**config.mk**
```make
export PLATFORM = sky130hd
export DESIGN_NAME = csr_trap_ctrl
export DESIGN_NICKNAME = d
export VERILOG_FILES = /design/src/rtl/csr_trap_ctrl.sv
export SDC_FILE = /design/constraint.sdc
export NUM_CORES = 1
export LEC_CHECK = 0
export CAP_MARGIN = 15
export CELL_PAD_IN_SITES_DETAIL_PLACEMENT = 1
export CELL_PAD_IN_SITES_GLOBAL_PLACEMENT = 1
export CORE_MARGIN = 10
export CORE_UTILIZATION = 34
export DETAILED_ROUTE_END_ITERATION = 10
export PLACE_DENSITY = 0.8
export SYNTH_ARGS = -nofsm -noshare
export SYNTH_HDL_FRONTEND = slang
export SYNTH_SLANG_ARGS = --single-unit
```
**constraint.sdc**
```tcl
create_clock -name clk -period 3.9 [get_ports clk]
set_clock_uncertainty 0.05 [all_clocks]
set_input_delay 0.975 -clock clk [delete_from_list [all_inputs] [get_ports clk]]
set_output_delay 0.975 -clock clk [all_outputs]
set_load 0.02 [all_outputs]
```
**src/rtl/csr_trap_ctrl.sv**
```systemverilog
// Machine-mode trap sequencer: owns the CSR write port, sequences trap
// entry / mret exit one CSR update per cycle, then redirects fetch.
//
// Ports:
//   clk, rst            clock, synchronous active-low reset
//   csrwriteW/csraddresW/RD1W   writeback CSR write request
//   exc_valid/exc_cause/exc_pc  synchronous exception
//   irq_ext/irq_pc      level external interrupt, its mepc value
//   mret_valid          mret retiring in writeback
//   csr_we/csr_waddr/csr_wdata  CSR file write port
//   csr_raddr/csr_rdata CSR file combinational read port
//   stall               pipeline freeze
//   redirect_valid/redirect_pc  one-cycle fetch redirect
module csr_trap_ctrl #(
    parameter bit MTVEC_VEC_EN = 1'b1
) (
    input  logic        clk,
    input  logic        rst,
    input  logic        csrwriteW,
    input  logic [11:0] csraddresW,
    input  logic [31:0] RD1W,
    input  logic        exc_valid,
    input  logic [31:0] exc_cause,
    input  logic [31:0] exc_pc,
    input  logic        irq_ext,
    input  logic [31:0] irq_pc,
    input  logic        mret_valid,
    output logic        csr_we,
    output logic [11:0] csr_waddr,
    output logic [31:0] csr_wdata,
    output logic [11:0] csr_raddr,
    input  logic [31:0] csr_rdata,
    output logic        stall,
    output logic        redirect_valid,
    output logic [31:0] redirect_pc
);

    localparam logic [11:0] A_MSTATUS = 12'h300;
    localparam logic [11:0] A_MIE     = 12'h304;
    localparam logic [11:0] A_MTVEC   = 12'h305;
    localparam logic [11:0] A_MEPC    = 12'h341;
    localparam logic [11:0] A_MCAUSE  = 12'h342;

    localparam logic [31:0] IRQ_CAUSE = 32'h8000_000B;

    typedef enum logic [2:0] {
        S_IDLE,
        S_W_MEPC,
        S_W_MCAUSE,
        S_W_MSTATUS,
        S_R_MEPC,
        S_W_MRET,
        S_REDIRECT
    } state_t;

    state_t      state_q;
    logic [31:0] pc_q;
    logic [31:0] cause_q;
    logic [31:0] tvec_q;
    logic [31:0] tgt_q;
    logic        sh_mie;
    logic        sh_meie;

    logic        irq_pend;
    logic        take_exc;
    logic        take_irq;
    logic        take_mret;
    logic        accept;

    logic        vec_hit;
    logic [31:0] vec_off;
    logic [31:0] trap_tgt;
    logic [31:0] ms_trap;
    logic [31:0] ms_ret;

    // Priority: exception > interrupt > mret; the three takes are
    // mutually exclusive by construction.
    assign irq_pend  = irq_ext & sh_mie & sh_meie;
    assign take_exc  = exc_valid;
    assign take_irq  = ~exc_valid & irq_pend;
    assign take_mret = ~exc_valid & ~irq_pend & mret_valid;
    assign accept    = (state_q == S_IDLE)
                     & (take_exc | take_irq | take_mret);

    // Vectored only for interrupts; 4*cause[30:0] wraps at 32 bits.
    assign vec_hit  = MTVEC_VEC_EN
                    & (tvec_q[1:0] == 2'b01)
                    & cause_q[31];
    assign vec_off  = vec_hit ? {cause_q[29:0], 2'b00} : 32'h0;
    assign trap_tgt = {tvec_q[31:2], 2'b00} + vec_off;

    // mstatus on trap entry: MPIE<=MIE, MIE<=0, MPP<=11.
    always_comb begin
        ms_trap        = csr_rdata;
        ms_trap[7]     = csr_rdata[3];
        ms_trap[3]     = 1'b0;
        ms_trap[12:11] = 2'b11;
    end

    // mstatus on mret: MIE<=MPIE, MPIE<=1, MPP<=00.
    always_comb begin
        ms_ret        = csr_rdata;
        ms_ret[3]     = csr_rdata[7];
        ms_ret[7]     = 1'b1;
        ms_ret[12:11] = 2'b00;
    end

    // Outputs are forced low while reset is asserted so that a reset
    // cycle never commits a CSR write or redirects fetch.
    always_comb begin
        csr_we         = 1'b0;
        csr_waddr      = 12'h0;
        csr_wdata      = 32'h0;
        csr_raddr      = 12'h0;
        stall          = 1'b0;
        redirect_valid = 1'b0;
        redirect_pc    = 32'h0;
        if (rst) begin
            unique case (state_q)
                S_IDLE: begin
                    stall     = accept;
                    csr_we    = csrwriteW & ~accept;
                    csr_waddr = csraddresW;
                    csr_wdata = RD1W;
                end
                S_W_MEPC: begin
                    stall     = 1'b1;
                    csr_we    = 1'b1;
                    csr_waddr = A_MEPC;
                    csr_wdata = pc_q;
                    csr_raddr = A_MTVEC;
                end
                S_W_MCAUSE: begin
                    stall     = 1'b1;
                    csr_we    = 1'b1;
                    csr_waddr = A_MCAUSE;
                    csr_wdata = cause_q;
                end
                S_W_MSTATUS: begin
                    stall     = 1'b1;
                    csr_we    = 1'b1;
                    csr_waddr = A_MSTATUS;
                    csr_wdata = ms_trap;
                    csr_raddr = A_MSTATUS;
                end
                S_R_MEPC: begin
                    stall     = 1'b1;
                    csr_raddr = A_MEPC;
                end
                S_W_MRET: begin
                    stall     = 1'b1;
                    csr_we    = 1'b1;
                    csr_waddr = A_MSTATUS;
                    csr_wdata = ms_ret;
                    csr_raddr = A_MSTATUS;
                end
                S_REDIRECT: begin
                    stall          = 1'b1;
                    redirect_valid = 1'b1;
                    redirect_pc    = tgt_q;
                end
                default: ;
            endcase
        end
    end

    always_ff @(posedge clk) begin
        if (!rst) begin
            state_q <= S_IDLE;
            pc_q    <= 32'h0;
            cause_q <= 32'h0;
            tvec_q  <= 32'h0;
            tgt_q   <= 32'h0;
            sh_mie  <= 1'b0;
            sh_meie <= 1'b0;
        end else begin
            // Shadows follow every write on the port, ours included.
            if (csr_we && csr_waddr == A_MSTATUS) begin
                sh_mie <= csr_wdata[3];
            end
            if (csr_we && csr_waddr == A_MIE) begin
                sh_meie <= csr_wdata[11];
            end
            unique case (state_q)
                S_IDLE: begin
                    unique case (1'b1)
                        take_exc: begin
                            pc_q    <= exc_pc;
                            cause_q <= exc_cause;
                            state_q <= S_W_MEPC;
                        end
                        take_irq: begin
                            pc_q    <= irq_pc;
                            cause_q <= IRQ_CAUSE;
                            state_q <= S_W_MEPC;
                        end
                        take_mret: begin
                            state_q <= S_R_MEPC;
                        end
                        default: ;
                    endcase
                end
                S_W_MEPC: begin
                    tvec_q  <= csr_rdata;
                    state_q <= S_W_MCAUSE;
                end
                S_W_MCAUSE: begin
                    state_q <= S_W_MSTATUS;
                end
                S_W_MSTATUS: begin
                    tgt_q   <= trap_tgt;
                    state_q <= S_REDIRECT;
                end
                S_R_MEPC: begin
                    tgt_q   <= csr_rdata;
                    state_q <= S_W_MRET;
                end
                S_W_MRET: begin
                    state_q <= S_REDIRECT;
                end
                S_REDIRECT: begin
                    state_q <= S_IDLE;
                end
                default: begin
                    state_q <= S_IDLE;
                end
            endcase
        end
    end

endmodule

```
==> results.txt <==
Top cells by area, synth: dfxtp_1 32%, mux2i_1 8.0%, a22oi_1 7.4%, nand2_1 6.4%, nor2_1 5.7%
RSZ-0062 raised after global routing: no
Initial antenna violation count: 4
Grt ovf: 0
WL/cell: 23.14 µm
Vias in the first global route: 9,701
Ys flop type: dfxtp_1
Core Rows: 57
Slowest cell on the critical path: clkdlybuf4s50_1
Reg2Reg Setup Slack: 0.38 ns
Sw power: 1.455 mW
Setup_tns: 0 ns
DIE HEIGHT: 176.9 µm
Reg2reg end: tgt_q[28]
Share of post-route cells with drive strength above 1: 0.08507
Distinct cells, synth: 66
Cts hold-fix bufs: 0
Placer Congestion: 0.9041
MaxCap Viol Count: 0
CP required: 2.87 ns
Reg2Reg Depth: 12
Final net count: 1,537
Post-DR vias/cell: 5.531
Asr flop ratio synth: 0
Status: complete, no violations
Core Box Area: 0.02425 mm²
Max stage delay on crit path: 0.62 ns
Initial Utilization: 0.3453
Worst setup path end: csr_wdata[2]
Fin crit period: 3.843 ns
I/O pin cnt: 269
Met1 Use GR: 0.2954
Global-route met2 utilization: 0.3982
Post-route cell area: 0.01210 mm²
Mapped cell area: 0.008373 mm²
H-tree depth: 4
Final Setup Violations: 0
DRC: 0
Cell taking the most area after synthesis: dfxtp_1
Post-synth EDFFs: 0
YS warnings: 0
GRT busiest layer: met2
Cell Area, Placed: 0.01144 mm²
Syn-to-layout area delta: 44.50%
Initial DRC Count: 760
Worst-path fanout max: 13
Worst skew pair latency: 0.43 ns
Final core occ: 0.4990
Met3 Resource Use GR: 0.05889
Count leader, synth: nand2_1
Largest net degree at the start of global routing: 58
Max Buffers Root-to-Sink: 2
Normalized max-slew margin: 0.4520
Seq/Total Area, Yosys: 0.3180
RR Startpoint: cause_q[31]
Part of the cycle the worst path needs: 0.9854
Die Wd: 176.9 µm
Synth Area per Inst: 7.710 µm²
Comb pwr share: 0.272
P_leak: 5.113 nW
Syn Inst Count: 1,086
1st-pass router iterations: 7
CTS Buf Count: 17
Clock Power Share: 0.382
Clock Sinks: 133
Startpoint types: primary input
Final antenna-violating net count: 0
Crit-path cells: clkdlybuf4s50_1 > buf_4 > o21ai_2 > buf_4 > nor2_1 > clkdlybuf4s50_1
Port buffer count: 261
Slew Limit Fails: 0
Global-route wire length before repair: 57,900 µm
P per Cell Area: 378.6 mW/mm²
Switching Share: 0.3177
Hold Vio Cnt, Final: 0
Post-synthesis register bit count: 133
Yosys top cell area share: 0.3180
CTS tree: yes
DIE AREA: 0.03130 mm²
Total number of vias: 9,220
Crit Path Class: primary input to output port
Clock-pin slew on the worst setup and hold paths: 0.06 ns
Global Route Usage Sum: 0.2384
Post-DP HPWL: 29,820 µm
Worst-Margin Slew: 0.8134 ns
Max Clock Freq: 260.2 MHz
Sequential power share: 0.346
Pint: 3.125 mW
Critical Path End Type: output port
Top cells by count, synth: 143 x nand2_1, 133 x dfxtp_1, 127 x nor2_1
Crit path from: rst
Final wirelength: 38,570 µm
Root buf cell: clkbuf_16
Critical Path AT: 2.82 ns
Peak supply drop: 0.2409 mV
Worst Hold Class: flop to flop
power groups by stage:
stage	logic, mW	clock network [mW]	registers (mW)
after floorplan	0.679	0	1.56
after CTS	1.25	1.76	1.58
after detailed placement	1.24	0	1.61
after global routing	1.34	1.82	1.60
after global placement	1.22	0	1.61
final	1.25	1.75	1.59
repair_timing:
action	CTS	global route
resized for setup	12	19
buffers inserted	0	0
endpoints found under the setup margin	12	21
per-stage QoR:
| stage | worst slack (ns) | hold slack, ns | power (mW) | cells |
|---|---|---|---|---|
| after floorplan | 0.2997 | 0.3817 | 2.237 | 1092 |
| after global placement | 0.07034 | 0.3937 | 2.823 | 1634 |
| after detailed placement | -0.03359 | 0.4042 | 2.853 | 1634 |
| after CTS | 0.002433 | 0.4118 | 4.589 | 1664 |
| after global routing | 0.003442 | 0.4309 | 4.768 | 1667 |
| final | 0.05675 | 0.4143 | 4.580 | 1667 |
registers in the layout, indices dropped and copies added, names as in the netlist:
register	cells
state_q	3
sh_meie	1
tgt_q	32
tvec_q	32
cause_q	32
sh_mie	1
pc_q	32
routing by layer:
metal / vias up / share of wire / wire length (µm)
li1: 4373 / - / -
met1: 4463 / 0.43 / 16410
met4: 2 / 0.019 / 726
met2: 336 / 0.48 / 18580
met3: 46 / 0.073 / 2826
met5: - / 0.00052 / 20
final cells by class:
type | instances | area (µm²)
Sequential cell | 133 | 2668
Antenna cell | 3 | 7.507
Tap cell | 324 | 405.4
Timing Repair Buffer | 308 | 3013
Multi-Input combinational cell | 859 | 5346
Clock inverter | 12 | 180.2
Inverter | 10 | 40.04
Clock buffer | 18 | 439.2
Fill cell | 2966 | 12150
cells by family (layout without fill, tap and decap cells):
logic type                 Yosys count  count (layout)  share of synthesized area
DFF                                133             133                     0.3180
AOI/OAI and AO/OA                  329             329                     0.2548
adders and majority gates           30              30                    0.04573
buffers and inverters              100             348                    0.05185
and+or+nand+nor                    401             401                     0.2210
muxes                               69              69                    0.08413
xor gates and xnor gates            23              23                    0.02406
other                                1              10                  0.0004479
how the worst min path moves through the flow:
stage / start / end / slack, ns / depth (start not counted)
after global routing: tvec_q[28] / tvec_q[28] / 0.43 / 2
after global placement: tvec_q[1] / tvec_q[1] / 0.39 / 2
after CTS: tvec_q[25] / tvec_q[25] / 0.41 / 2
final: tvec_q[25] / tvec_q[25] / 0.41 / 2
after detailed placement: tvec_q[2] / tvec_q[2] / 0.40 / 2
after floorplan: tgt_q[2] / tgt_q[2] / 0.38 / 2
cell usage in the layout (no fill, tap or decap), types with 12 or more instances in the layout:
cell / Yosys / routed
a21oi_1: 89 / 89
a211oi_1: 37 / 37
ha_1: 29 / 29
a22oi_1: 83 / 83
o21ai_0: 56 / 55
dfxtp_1: 133 / 131
mux2i_1: 67 / 67
xor2_1: 12 / 12
and2_1: 70 / 70
clkdlybuf4s50_1: 0 / 220
dlygate4sd2_1: 0 / 12
nor2_1: 127 / 124
nand2_1: 143 / 143
dlymetal6s2s_1: 0 / 17
clkbuf_16: 0 / 17
buf_4: 8 / 55
a31oi_1: 14 / 14
worst max-delay path, delay by kind of cell:
family | cells | cell delay [ns]
and+or+nand+nor | 1 | 0.11
AOI/OAI and AO/OA | 1 | 0.14
buffers and inverters | 4 | 1.58
Power figures use the tool's default switching activity.
